File: config.mk
export PLATFORM = sky130hd
export DESIGN_NAME = sdram_burst_arbiter
export DESIGN_NICKNAME = d
export VERILOG_FILES = /design/src/rtl/sdram_burst_arbiter.sv
export SDC_FILE = /design/constraint.sdc
export NUM_CORES = 1
export LEC_CHECK = 0
export CORE_ASPECT_RATIO = 1.5
export CORE_MARGIN = 3
export CORE_UTILIZATION = 35
export CTS_CLUSTER_SIZE = 40
export DETAILED_ROUTE_END_ITERATION = 8
export PLACE_DENSITY = 0.65
export SKIP_LAST_GASP = 1
export SLEW_MARGIN = 30
export SYNTH_ARGS = -nofsm -noshare
export SYNTH_HDL_FRONTEND = slang
export SYNTH_SLANG_ARGS = --single-unit
File: constraint.sdc
create_clock -name ext_mem_clk -period 4 [get_ports ext_mem_clk]
set_input_delay 0.8 -clock ext_mem_clk [delete_from_list [all_inputs] [get_ports ext_mem_clk]]
set_output_delay 0.8 -clock ext_mem_clk [all_outputs]
set_load 0.05 [all_outputs]
File: src/rtl/sdram_burst_arbiter.sv
// sdram_burst_arbiter: shares one SDRAM application port between a write
// requester (UDP ingress FIFO) and a read requester (frame readback).
// Whole bursts of BURST_LEN words are granted round-robin. Defining
// ARB_WR_PRIORITY_EN makes the write side win every contention instead.
// sdr_init_done is registered once before arbitration, so a grant appears
// two cycles after it rises.
module sdram_burst_arbiter #(
  parameter int unsigned ADDR_W    = 21,
  parameter int unsigned DATA_W    = 32,
  parameter int unsigned BURST_LEN = 512
) (
  input  logic              ext_mem_clk,
  input  logic              rst_n,
  input  logic              sdr_init_done,
  input  logic              wr_req,
  input  logic [ADDR_W-1:0] wr_base,
  input  logic [DATA_W-1:0] wr_data,
  output logic              wr_pop,
  output logic              wr_grant,
  output logic              wr_done,
  input  logic              rd_req,
  input  logic [ADDR_W-1:0] rd_base,
  output logic              rd_grant,
  output logic              rd_valid,
  output logic [DATA_W-1:0] rd_data,
  output logic              rd_done,
  output logic              App_wr_en,
  output logic [ADDR_W-1:0] App_wr_addr,
  output logic [1:0]        App_wr_dm,
  output logic [DATA_W-1:0] App_wr_din,
  output logic              App_rd_en,
  output logic [ADDR_W-1:0] App_rd_addr,
  input  logic              App_rd_valid,
  input  logic [DATA_W-1:0] App_rd_dout
);

  localparam int unsigned   CntW     = 13;
  localparam logic [CntW-1:0] LastBeat = CntW'(BURST_LEN - 1);
  localparam logic [CntW-1:0] FullCnt  = CntW'(BURST_LEN);
  localparam logic [CntW-1:0] CntOne   = CntW'(1);

  typedef enum logic [2:0] {StIdle, StWrBurst, StRdIssue, StRdDrain, StGap} state_e;

  state_e              state_q, state_d;
  logic [ADDR_W-1:0]   addr_q, addr_d;
  logic [CntW-1:0]     beat_q, beat_d;
  logic [CntW-1:0]     ret_q, ret_d;
  logic                init_q;
  logic                last_wr_q, last_wr_d;  // last_served: 1 = write, 0 = read
  logic                cur_wr_q, cur_wr_d;    // side owning the current burst
  logic                pick_wr, grant_any;
  logic                ret_hit, ret_last, issue_last, in_read;
  logic [ADDR_W-1:0]   beat_addr;

  logic                wr_en_q, wr_done_q, rd_valid_q, rd_done_q;
  logic [ADDR_W-1:0]   wr_addr_q;
  logic [DATA_W-1:0]   wr_din_q, rd_data_q;

  assign beat_addr  = addr_q + ADDR_W'(beat_q);  // wraps modulo 2^ADDR_W
  assign issue_last = (beat_q == LastBeat);
  assign in_read    = (state_q == StRdIssue) || (state_q == StRdDrain);
  // Returns beyond a full burst are not counted; stray valids outside a read are dropped.
  assign ret_hit    = App_rd_valid && in_read && (ret_q < FullCnt);
  assign ret_last   = ret_hit && (ret_q == LastBeat);

  // Arbitration decision for the IDLE state.
  always_comb begin
    grant_any = init_q && (wr_req || rd_req);
`ifdef ARB_WR_PRIORITY_EN
    pick_wr = wr_req;
`else
    pick_wr = wr_req && (!rd_req || !last_wr_q);
`endif
  end

  // Next-state logic for the burst FSM and its counters.
  always_comb begin
    state_d   = state_q;
    addr_d    = addr_q;
    beat_d    = beat_q;
    ret_d     = ret_q;
    last_wr_d = last_wr_q;
    cur_wr_d  = cur_wr_q;
    if (ret_hit) begin
      ret_d = ret_q + CntOne;
    end
    unique case (state_q)
      StIdle: begin
        if (grant_any) begin
          addr_d   = pick_wr ? wr_base : rd_base;
          beat_d   = '0;
          ret_d    = '0;
          cur_wr_d = pick_wr;
          state_d  = pick_wr ? StWrBurst : StRdIssue;
        end
      end
      StWrBurst: begin
        beat_d = beat_q + CntOne;
        if (issue_last) begin
          state_d = StGap;
        end
      end
      StRdIssue: begin
        beat_d = beat_q + CntOne;
        if (issue_last) begin
          state_d = (ret_last || (ret_q == FullCnt)) ? StGap : StRdDrain;
        end
      end
      StRdDrain: begin
        if (ret_last) begin
          state_d = StGap;
        end
      end
      StGap: begin
        last_wr_d = cur_wr_q;
        state_d   = StIdle;
      end
      default: state_d = StIdle;
    endcase
  end

  // FSM state, burst address/counters and arbitration history.
  always_ff @(posedge ext_mem_clk or negedge rst_n) begin
    if (!rst_n) begin
      state_q   <= StIdle;
      addr_q    <= '0;
      beat_q    <= '0;
      ret_q     <= '0;
      init_q    <= 1'b0;
      last_wr_q <= 1'b0;
      cur_wr_q  <= 1'b0;
    end else begin
      state_q   <= state_d;
      addr_q    <= addr_d;
      beat_q    <= beat_d;
      ret_q     <= ret_d;
      init_q    <= sdr_init_done;
      last_wr_q <= last_wr_d;
      cur_wr_q  <= cur_wr_d;
    end
  end

  // Registered write strobes and read return path (one cycle after pop / App_rd_valid).
  always_ff @(posedge ext_mem_clk or negedge rst_n) begin
    if (!rst_n) begin
      wr_en_q    <= 1'b0;
      wr_addr_q  <= '0;
      wr_din_q   <= '0;
      wr_done_q  <= 1'b0;
      rd_valid_q <= 1'b0;
      rd_data_q  <= '0;
      rd_done_q  <= 1'b0;
    end else begin
      wr_en_q    <= wr_pop;
      wr_done_q  <= wr_pop && issue_last;
      rd_valid_q <= ret_hit;
      rd_done_q  <= ret_last;
      if (wr_pop) begin
        wr_addr_q <= beat_addr;
        wr_din_q  <= wr_data;
      end
      if (ret_hit) begin
        rd_data_q <= App_rd_dout;
      end
    end
  end

  assign wr_pop      = (state_q == StWrBurst);
  assign wr_grant    = (state_q == StWrBurst);
  assign rd_grant    = in_read;
  assign App_rd_en   = (state_q == StRdIssue);
  assign App_rd_addr = App_rd_en ? beat_addr : '0;
  assign App_wr_en   = wr_en_q;
  assign App_wr_addr = wr_addr_q;
  assign App_wr_din  = wr_din_q;
  assign App_wr_dm   = 2'b00;
  assign wr_done     = wr_done_q;
  assign rd_valid    = rd_valid_q;
  assign rd_data     = rd_data_q;
  assign rd_done     = rd_done_q;

endmodule

==> results of run 1 <==
## stage by stage
stage	total power [uW]	utilization, %	cells
finish	8480	52.1	1240
global route	9010	52.1	1240
CTS	8580	52.0	1239
detailed placement	7020	49.0	1209
global placement	6980	49.0	1209
floorplan	5480	-	763
## path summary, 6_finish.rpt
check / end / slack [ps] / cells after the start
max: App_rd_addr[11] / 190 / 8
min: rd_data[16]$_DFFE_PN0N_ / 410 / 1
max reg2reg: App_wr_addr[14]$_DFFE_PN0P_ / 1520 / 10
min reg2reg: rd_data[28]$_DFFE_PN0N_ / 470 / 2
max in group asynchronous: addr_q[19]$_DFFE_PN0P_ / 2800 / 2
min in group ext_mem_clk: rd_data[28]$_DFFE_PN0N_ / 470 / 2
## cells in the final DEF, fill, tap and decap left out, types with 2 or more instances in the layout
cell,n
dlygate4sd2_1,3
and3_1,11
clkinvlp_4,5
nand2b_1,5
inv_1,9
o211ai_1,2
nor3_1,2
xnor2_1,12
nor2b_1,2
nor4_1,2
o2111ai_1,3
buf_4,16
clkbuf_16,17
bufinv_16,2
a21oi_1,16
o21ai_0,47
dlymetal6s2s_1,5
nand2_1,288
or2_2,2
and2_1,4
ha_1,16
dfrtp_1,142
a31oi_1,26
nor2_1,67
clkinv_2,5
conb_1,2
nand3_1,6
nand4_1,10
a21o_1,8
clkdlybuf4s50_1,208
o21ai_1,3
xor2_1,16
## power breakdown
group / switching, uW / total, uW / internal [uW]
clock network: 610 / 1530 / 919
logic: 3060 / 4570 / 1510
registers: 392 / 2380 / 1990
## repair_timing
item	in CTS	in global routing
endpoints found under the setup margin	3	6
cloned	0	0
resized for setup	3	6
## layer usage
metal | wire (um) | up-vias
li1 | - | 2927
met1 | 7480 | 2701
met2 | 9120 | 160
met3 | 1160 | 21
met4 | 311 | 0
met5 | 0 | -
## layout make-up
type	count	area share, %
clock buffers	18	4.54
diodes	1	0.0259
clock inverters	12	1.27
well taps	252	3.26
flip-flops and latches	142	36.7
inverters	10	0.388
repair buffers	234	24.0
multi-input cells	571	29.8
## synth_stat cells (all sizes together), types with 6 or more instances
cell type	n	area, um^2
and3	12	80.1
clkbuf	30	113
inv	10	37.5
nand2	288	1080
nand3	6	30.0
o21ai	50	250
xor2	16	140
a21oi	16	80.1
a21o	8	60.1
nor2	67	251
ha	16	200
a31oi	26	163
xnor2	12	105
buf	10	62.6
dfrtp	142	3550
nand4	10	62.6
## flip-flops by register name, summed over array words and instances (netlist names)
name         cells
App_wr_addr     21
App_wr_din      32
App_wr_en        1
addr_q          21
beat_q          13
cur_wr_q         1
init_q           1
last_wr_q        1
rd_data         32
rd_done          1
rd_valid         1
ret_q           13
state_q          3
wr_done          1
## cell families after synthesis
family | after synthesis
buf+inv | 50
simple gates | 410
xor+xnor | 28
fa+ha+maj | 17
mux | 1
flops | 142
other cells | 1
compound gates | 113
==> results by group, run 1 <==
Outcome
  • Outcome: complete, no violations

STA
  • Tmin final: 3810 ps
  • TNS Setup: 0 ps
  • Final Hold Fails: 0
  • Slew Limit Headroom: 38.2%
  • Max Clk Rate: 263 MHz
  • Fin Hold WS: 409 ps
  • Final setup skew: 5.00 ps
  • Final slew viol count: 0
  • Final setup fails: 0
  • Setup slack after layout: 191 ps
  • Actual slew at the worst max-slew pin: 924 ps
  • Final Cycle Share: 95.2%
  • RSZ-0062 raised after global routing: no

Synthesis
  • Syn Inst Count: 762
  • Mapped cell area: 0.00663 mm^2
  • FF+latch count, synth: 142
  • Largest family of logic cells by synthesized area: simple AND/OR/NAND/NOR gates
  • Post-synthesis sequential area ratio: 53.6%
  • Distinct cells, synth: 51
  • Multiplexer share of the synthesized area: 0.170%
  • EDFF count, synth: 0
  • Post-synthesis compound-gate area fraction: 9.95%
  • Ys flop type: dfrtp_1
  • Mean area per synthesized cell: 8.70 um^2
  • Synth Warn #: 0
  • Post-synthesis xor/xnor area fraction: 3.70%
  • Ys async rst share: 100%
  • Post-synthesis adder-cell area fraction: 3.32%
  • Synth Area in Simple Gates: 26.0%

Worst setup path
  • Critical Path Start: beat_q[3]$_DFFE_PN0P_
  • Worst path required time: 3200 ps
  • Crit path top cell by count: a21o_1
  • Worst path bufs/invs: 1
  • CP Class: reg2out
  • CP max FO: 6
  • Crit path DAT: 3010 ps
  • Worst setup EP type: output port
  • CP delay by family, top: buffers and inverters
  • Crit-path max cell delay: 800 ps
  • CP max-delay cell: clkdlybuf4s50_1
  • Reg-to-reg startpoint: beat_q[0]$_DFFE_PN0P_
  • CP Cell Sequence: ha_1 -> a21o_1 -> a21oi_1 -> a21o_1 -> nand2_1 -> xnor2_1 -> nor2_1 -> clkdlybuf4s50_1
  • Worst setup SP type: register

CTS
  • Clock root buffer: clkbuf_16
  • Worst-skew pair later-pin latency: 420 ps
  • Post-CTS setup repair buffer count: 0
  • Num Clock Sinks: 142
  • H-tree levels: 4
  • CTS tree: yes
  • CTS max path bufs: 2
  • Clk slew on worst S/H paths: 60 ps
  • CTS Buf Count: 17
  • Cts-stage hold buffer count: 0

Route
  • 1st-iter DRT viols: 277
  • Mean routed wirelength per cell: 14.6 um
  • Vias/cell: 4.68
  • Final wirelength: 18100 um
  • Post-DRT Antenna Nets: 0
  • Detailed-route DRC error count: 0
  • TritonRoute pass-1 iters: 4
  • DR vias: 5809

Power
  • Pwr/cell area: 877 mW/mm^2
  • Total leakage power: 0.00459 uW
  • Worst ir drop on vdd: 0.387 mV

Final layout
  • Area delta synth->final: 45.9%
  • Nets@finish: 1105
  • Share of layout cells above drive strength 1: 5.88%
  • Area taken by multi-input logic gates: 0.00288 mm^2
  • Fillers: 1733
  • Register area: 0.00355 mm^2
  • Final Cell Area: 0.00967 mm^2

Floorplan
  • Starting Density: 35.7%
  • Die H: 175 um
  • I/O pin cnt: 228
  • Die area: 0.0207 mm^2
  • Core Box Area: 0.0185 mm^2
  • Row cnt: 61
  • Die Wd: 118 um

Placement
  • I/O Buffers: 225
  • Post-DP HPWL: 13200 um
  • DP Area: 0.00909 mm^2
  • Pre-CTS setup slack: 389 ps
  • GPL Wtd Cong: 0.806

Global routing
  • Routing usage on met2: 31.3%
  • Vias in the first global route: 5914
  • First-pass GRT wire length: 29700 um
  • GRT met3 Usage: 5.21%
  • Largest net degree at the start of global routing: 79
  • Antenna violations before repair: 1
  • Grt ovf: 0
  • Met1 Track Usage GR: 20.9%
  • Tot GR Track Use: 17.9%
  • Grt peak-use layer: met2

Worst hold path
  • Worst min path class: in2async

Run
  • Max_cap viols: 0
Note: power is estimated with default switching activity, not from simulation.
==> run 2, diff against run 1 <==
--- a/config.mk
+++ b/config.mk
@@ -5,12 +5,13 @@
 export SDC_FILE = /design/constraint.sdc
 export NUM_CORES = 1
 export LEC_CHECK = 0
+export ABC_AREA = 1
 export CORE_ASPECT_RATIO = 1.5
 export CORE_MARGIN = 3
 export CORE_UTILIZATION = 35
 export CTS_CLUSTER_SIZE = 40
 export DETAILED_ROUTE_END_ITERATION = 8
-export PLACE_DENSITY = 0.65
+export PLACE_DENSITY = 0.64
 export SKIP_LAST_GASP = 1
 export SLEW_MARGIN = 30
 export SYNTH_ARGS = -nofsm -noshare
==> run 2 against run 1 <==
  * Core utilization down 0.74 points
  * Critical path depth increased by 3
  * Flip-flop and latch count did not move
  * Final area increased by 5.6%
  * Global-route usage is 1.4 points higher
  * Register-to-register slack improved by 390 ps
  * Cell count rose by 14%
==> results by group, run 2 <==
Outcome
  • Outcome: complete, no violations (unchanged)

Worst setup path
  • CP max FO: 6 (unchanged)
  • FF-to-FF End: App_wr_addr[16]$_DFFE_PN0P_ (was App_wr_addr[14]$_DFFE_PN0P_)
  • Worst setup SP type: register (unchanged)
  • R2R cell count: 12 (was 10)
  • Worst setup EP type: output port (unchanged)
  • CP Class: reg2out (unchanged)
  • Reg-to-reg startpoint: beat_q[0]$_DFFE_PN0P_ (unchanged)
  • Worst path required time: 3200 ps (about the same)
  • Crit path DAT: 2990 ps (was 3010 ps)
  • Worst reg2reg setup slack: 1910 ps (was 1520 ps)

CTS
  • CTS Buf Count: 17 (unchanged)
  • Cts-stage hold buffer count: 0 (unchanged)
  • Num Clock Sinks: 142 (unchanged)
  • Post-CTS setup repair buffer count: 0 (unchanged)
  • CTS max path bufs: 2 (unchanged)
  • CTS tree: yes (unchanged)
  • Clock root buffer: clkbuf_16 (unchanged)
  • H-tree levels: 4 (unchanged)
  • Clk slew on worst S/H paths: 60 ps (about the same)
  • Worst-skew pair later-pin latency: 430 ps (was 420 ps)

Route
  • 1st-iter DRT viols: 332 (was 277)
  • Met3 WL: 1120 um (was 1160 um)
  • Final wirelength: 20500 um (was 18100 um)
  • DR vias: 6578 (was 5809)
  • Mean routed wirelength per cell: 14.4 um (was 14.6 um)
  • Vias/cell: 4.64 (was 4.68)
  • Post-DRT Antenna Nets: 0 (unchanged)
  • Metal-1 WL: 8110 um (was 7480 um)
  • TritonRoute pass-1 iters: 5 (was 4)
  • WL met2: 10600 um (was 9120 um)
  • Top layer in use: met4 (unchanged)
  • Detailed-route DRC error count: 0 (unchanged)

STA
  • TNS Setup: 0 ps (unchanged)
  • Final Hold Fails: 0 (unchanged)
  • RSZ-0062 raised after global routing: no (unchanged)
  • Setup slack after layout: 213 ps (was 191 ps)
  • Final setup skew: 10.8 ps (was 5.00 ps)
  • Slew Limit Headroom: 47.5% (was 38.2%)
  • Max Clk Rate: 264 MHz (was 263 MHz)
  • Actual slew at the worst max-slew pin: 786 ps (was 924 ps)
  • Tmin final: 3790 ps (was 3810 ps)
  • Final setup fails: 0 (unchanged)
  • Final slew viol count: 0 (unchanged)
  • Final Cycle Share: 94.7% (was 95.2%)

Synthesis
  • Post-synthesis sequential area ratio: 50.0% (was 53.6%)
  • Post-synth top area cell: dfrtp_1 (unchanged)
  • FF+latch count, synth: 142 (unchanged)
  • Synth area leaders: dfrtp_1 50%, nand2_1 20%, nor2_1 4.4%, inv_1 3.6%, nand3_1 3.2% (was dfrtp_1 54%, nand2_1 16%, nor2_1 3.8%, o21ai_0 3.5%, ha_1 3.0%)
  • Ys flop type: dfrtp_1 (unchanged)
  • Distinct cells, synth: 35 (was 51)
  • Top cells by count, synth: 373 x nand2_1, 142 x dfrtp_1, 84 x nor2_1 (was 288 x nand2_1, 142 x dfrtp_1, 67 x nor2_1)
  • Share of the synthesized area in the top cell type: 50.0% (was 53.6%)
  • Ys async rst share: 100% (unchanged)
  • Mean area per synthesized cell: 7.69 um^2 (was 8.70 um^2)
  • Syn Inst Count: 924 (was 762)
  • Most frequent cell after synthesis: nand2_1 (unchanged)
  • EDFF count, synth: 0 (unchanged)
  • Mapped cell area: 0.00711 mm^2 (was 0.00663 mm^2)
  • Synth Warn #: 0 (unchanged)

Final layout
  • Commonest non-fill, non-tap cells in the layout: 372 x nand2_1, 213 x clkdlybuf4s50_1, 142 x dfrtp_1, 84 x nor2_1, 69 x inv_1 (was 288 x nand2_1, 208 x clkdlybuf4s50_1, 142 x dfrtp_1, 67 x nor2_1, 47 x o21ai_0)
  • Fillers: 1939 (was 1733)
  • Area taken by multi-input logic gates: 0.00308 mm^2 (was 0.00288 mm^2)
  • Nets@finish: 1273 (was 1105)
  • Register area: 0.00355 mm^2 (unchanged)
  • Most common cell after layout, fill and taps aside: nand2_1 (unchanged)
  • Share of layout cells above drive strength 1: 5.88% (about the same)
  • Area delta synth->final: 43.7% (was 45.9%)

Global routing
  • First-pass GRT wire length: 33400 um (was 29700 um)
  • Tot GR Track Use: 19.3% (was 17.9%)
  • Vias in the first global route: 6574 (was 5914)
  • Antenna violations before repair: 1 (unchanged)
  • Grt ovf: 0 (unchanged)
  • Largest net degree at the start of global routing: 71 (was 79)

Placement
  • GPL Wtd Cong: 0.823 (was 0.806)
  • Post-DP HPWL: 15300 um (was 13200 um)
  • I/O Buffers: 225 (unchanged)
  • Pre-CTS setup slack: 526 ps (was 389 ps)

Power
  • Net Sw Frac: 48.9% (was 47.9%)
  • Total power: 9240 uW (was 8480 uW)
  • Pwr/cell area: 905 mW/mm^2 (was 877 mW/mm^2)
  • Total leakage power: 0.00508 uW (was 0.00459 uW)
  • Internal: 4720 uW (was 4420 uW)
  • Clock power frac: 18.2% (was 18.0%)
  • Sw power: 4520 uW (was 4060 uW)
  • Combinational fraction of design power: 55.3% (was 53.9%)
  • Sequential share of power: 26.5% (was 28.1%)
  • Worst ir drop on vdd: 0.387 mV (about the same)

Floorplan
  • I/O pin cnt: 228 (unchanged)
  • Die H: 181 um (was 175 um)
  • Core Box Area: 0.0199 mm^2 (was 0.0185 mm^2)
  • Starting Density: 35.8% (was 35.7%)
  • Row cnt: 63 (was 61)
  • Die area: 0.0221 mm^2 (was 0.0207 mm^2)
  • Die Wd: 122 um (was 118 um)

Run
  • Max_cap viols: 0 (unchanged)

Worst hold path
  • Worst min path class: in2async (unchanged)
run 2: through the flow:
stage	util [%]	cell area, um^2	hold slack (ps)	cells
floorplan	-	7110	455	925
global placement	48.2	9570	453	1385
detailed placement	48.2	9570	458	1385
CTS	51.3	10200	408	1417
global route	51.4	10200	423	1418
finish	51.4	10200	364	1418
run 2: repair_timing:
item                                    4_1_cts  5_1_grt
endpoints found under the hold margin         0        0
endpoints found under the setup margin        0        8
gates resized for setup                       0        8
run 2: how the worst max path moves through the flow:
stage	to	from	depth (start not counted)	slack [ps]
6_report	App_rd_addr[13]	beat_q[4]$_DFFE_PN0P_	11	210
2_1_floorplan	App_rd_addr[16]	beat_q[0]$_DFFE_PN0P_	11	820
3_3_place_gp	App_rd_addr[18]	beat_q[0]$_DFFE_PN0P_	13	550
3_5_place_dp	App_rd_addr[18]	beat_q[0]$_DFFE_PN0P_	13	530
5_1_grt	App_rd_addr[13]	beat_q[4]$_DFFE_PN0P_	11	9
4_1_cts	App_rd_addr[18]	beat_q[0]$_DFFE_PN0P_	13	60
run 2: layout make-up:
cell class | instances | share of cell area (%)
sequential | 142 | 34.8
timing repair buffer | 234 | 22.9
inverter | 78 | 2.87
clock inverter | 14 | 1.88
clock buffer | 18 | 4.20
tap | 260 | 3.19
multi-input combinational | 671 | 30.2
antenna | 1 | 0.0245
run 2: cell families (layout without fill, tap and decap cells):
family	Yosys count	after routing	synth area share, %
AOI/OAI and AO/OA	100	100	7.54
xor gates and xnor gates	14	14	1.73
adders and majority gates	17	17	3.10
buffers and inverters	112	344	6.71
DFF	142	142	50.0
muxes	1	1	0.158
other	1	3	0.0528
and+or+nand+nor	537	537	30.7
run 2: power groups by stage:
stage | Combinational (uW) | Clock (uW) | Sequential, uW
2_1_floorplan | 2130 | 0 | 3800
3_3_place_gp | 5130 | 0 | 2440
3_5_place_dp | 5160 | 0 | 2460
4_1_cts | 5170 | 1720 | 2450
5_1_grt | 5550 | 1790 | 2520
6_report | 5110 | 1680 | 2440
run 2: worst max-delay path: stages, from the launching register on:
cell	delay (ps)
dfrtp_1	450
ha_1	380
nand2_1	100
inv_1	60
a21oi_1	180
nand2_1	120
nand2_1	100
nand2_1	120
nand2_1	80
nand2_1	70
nor2_1	100
clkdlybuf4s50_1	810
run 2: per-layer routing:
| layer | GRT usage, % | vias up |
|---|---|---|
| met4 | 7.85 | 0 |
| met5 | 0 | - |
| met1 | 21.9 | 2998 |
| met2 | 34.1 | 187 |
| li1 | - | 3358 |
| met3 | 4.81 | 35 |
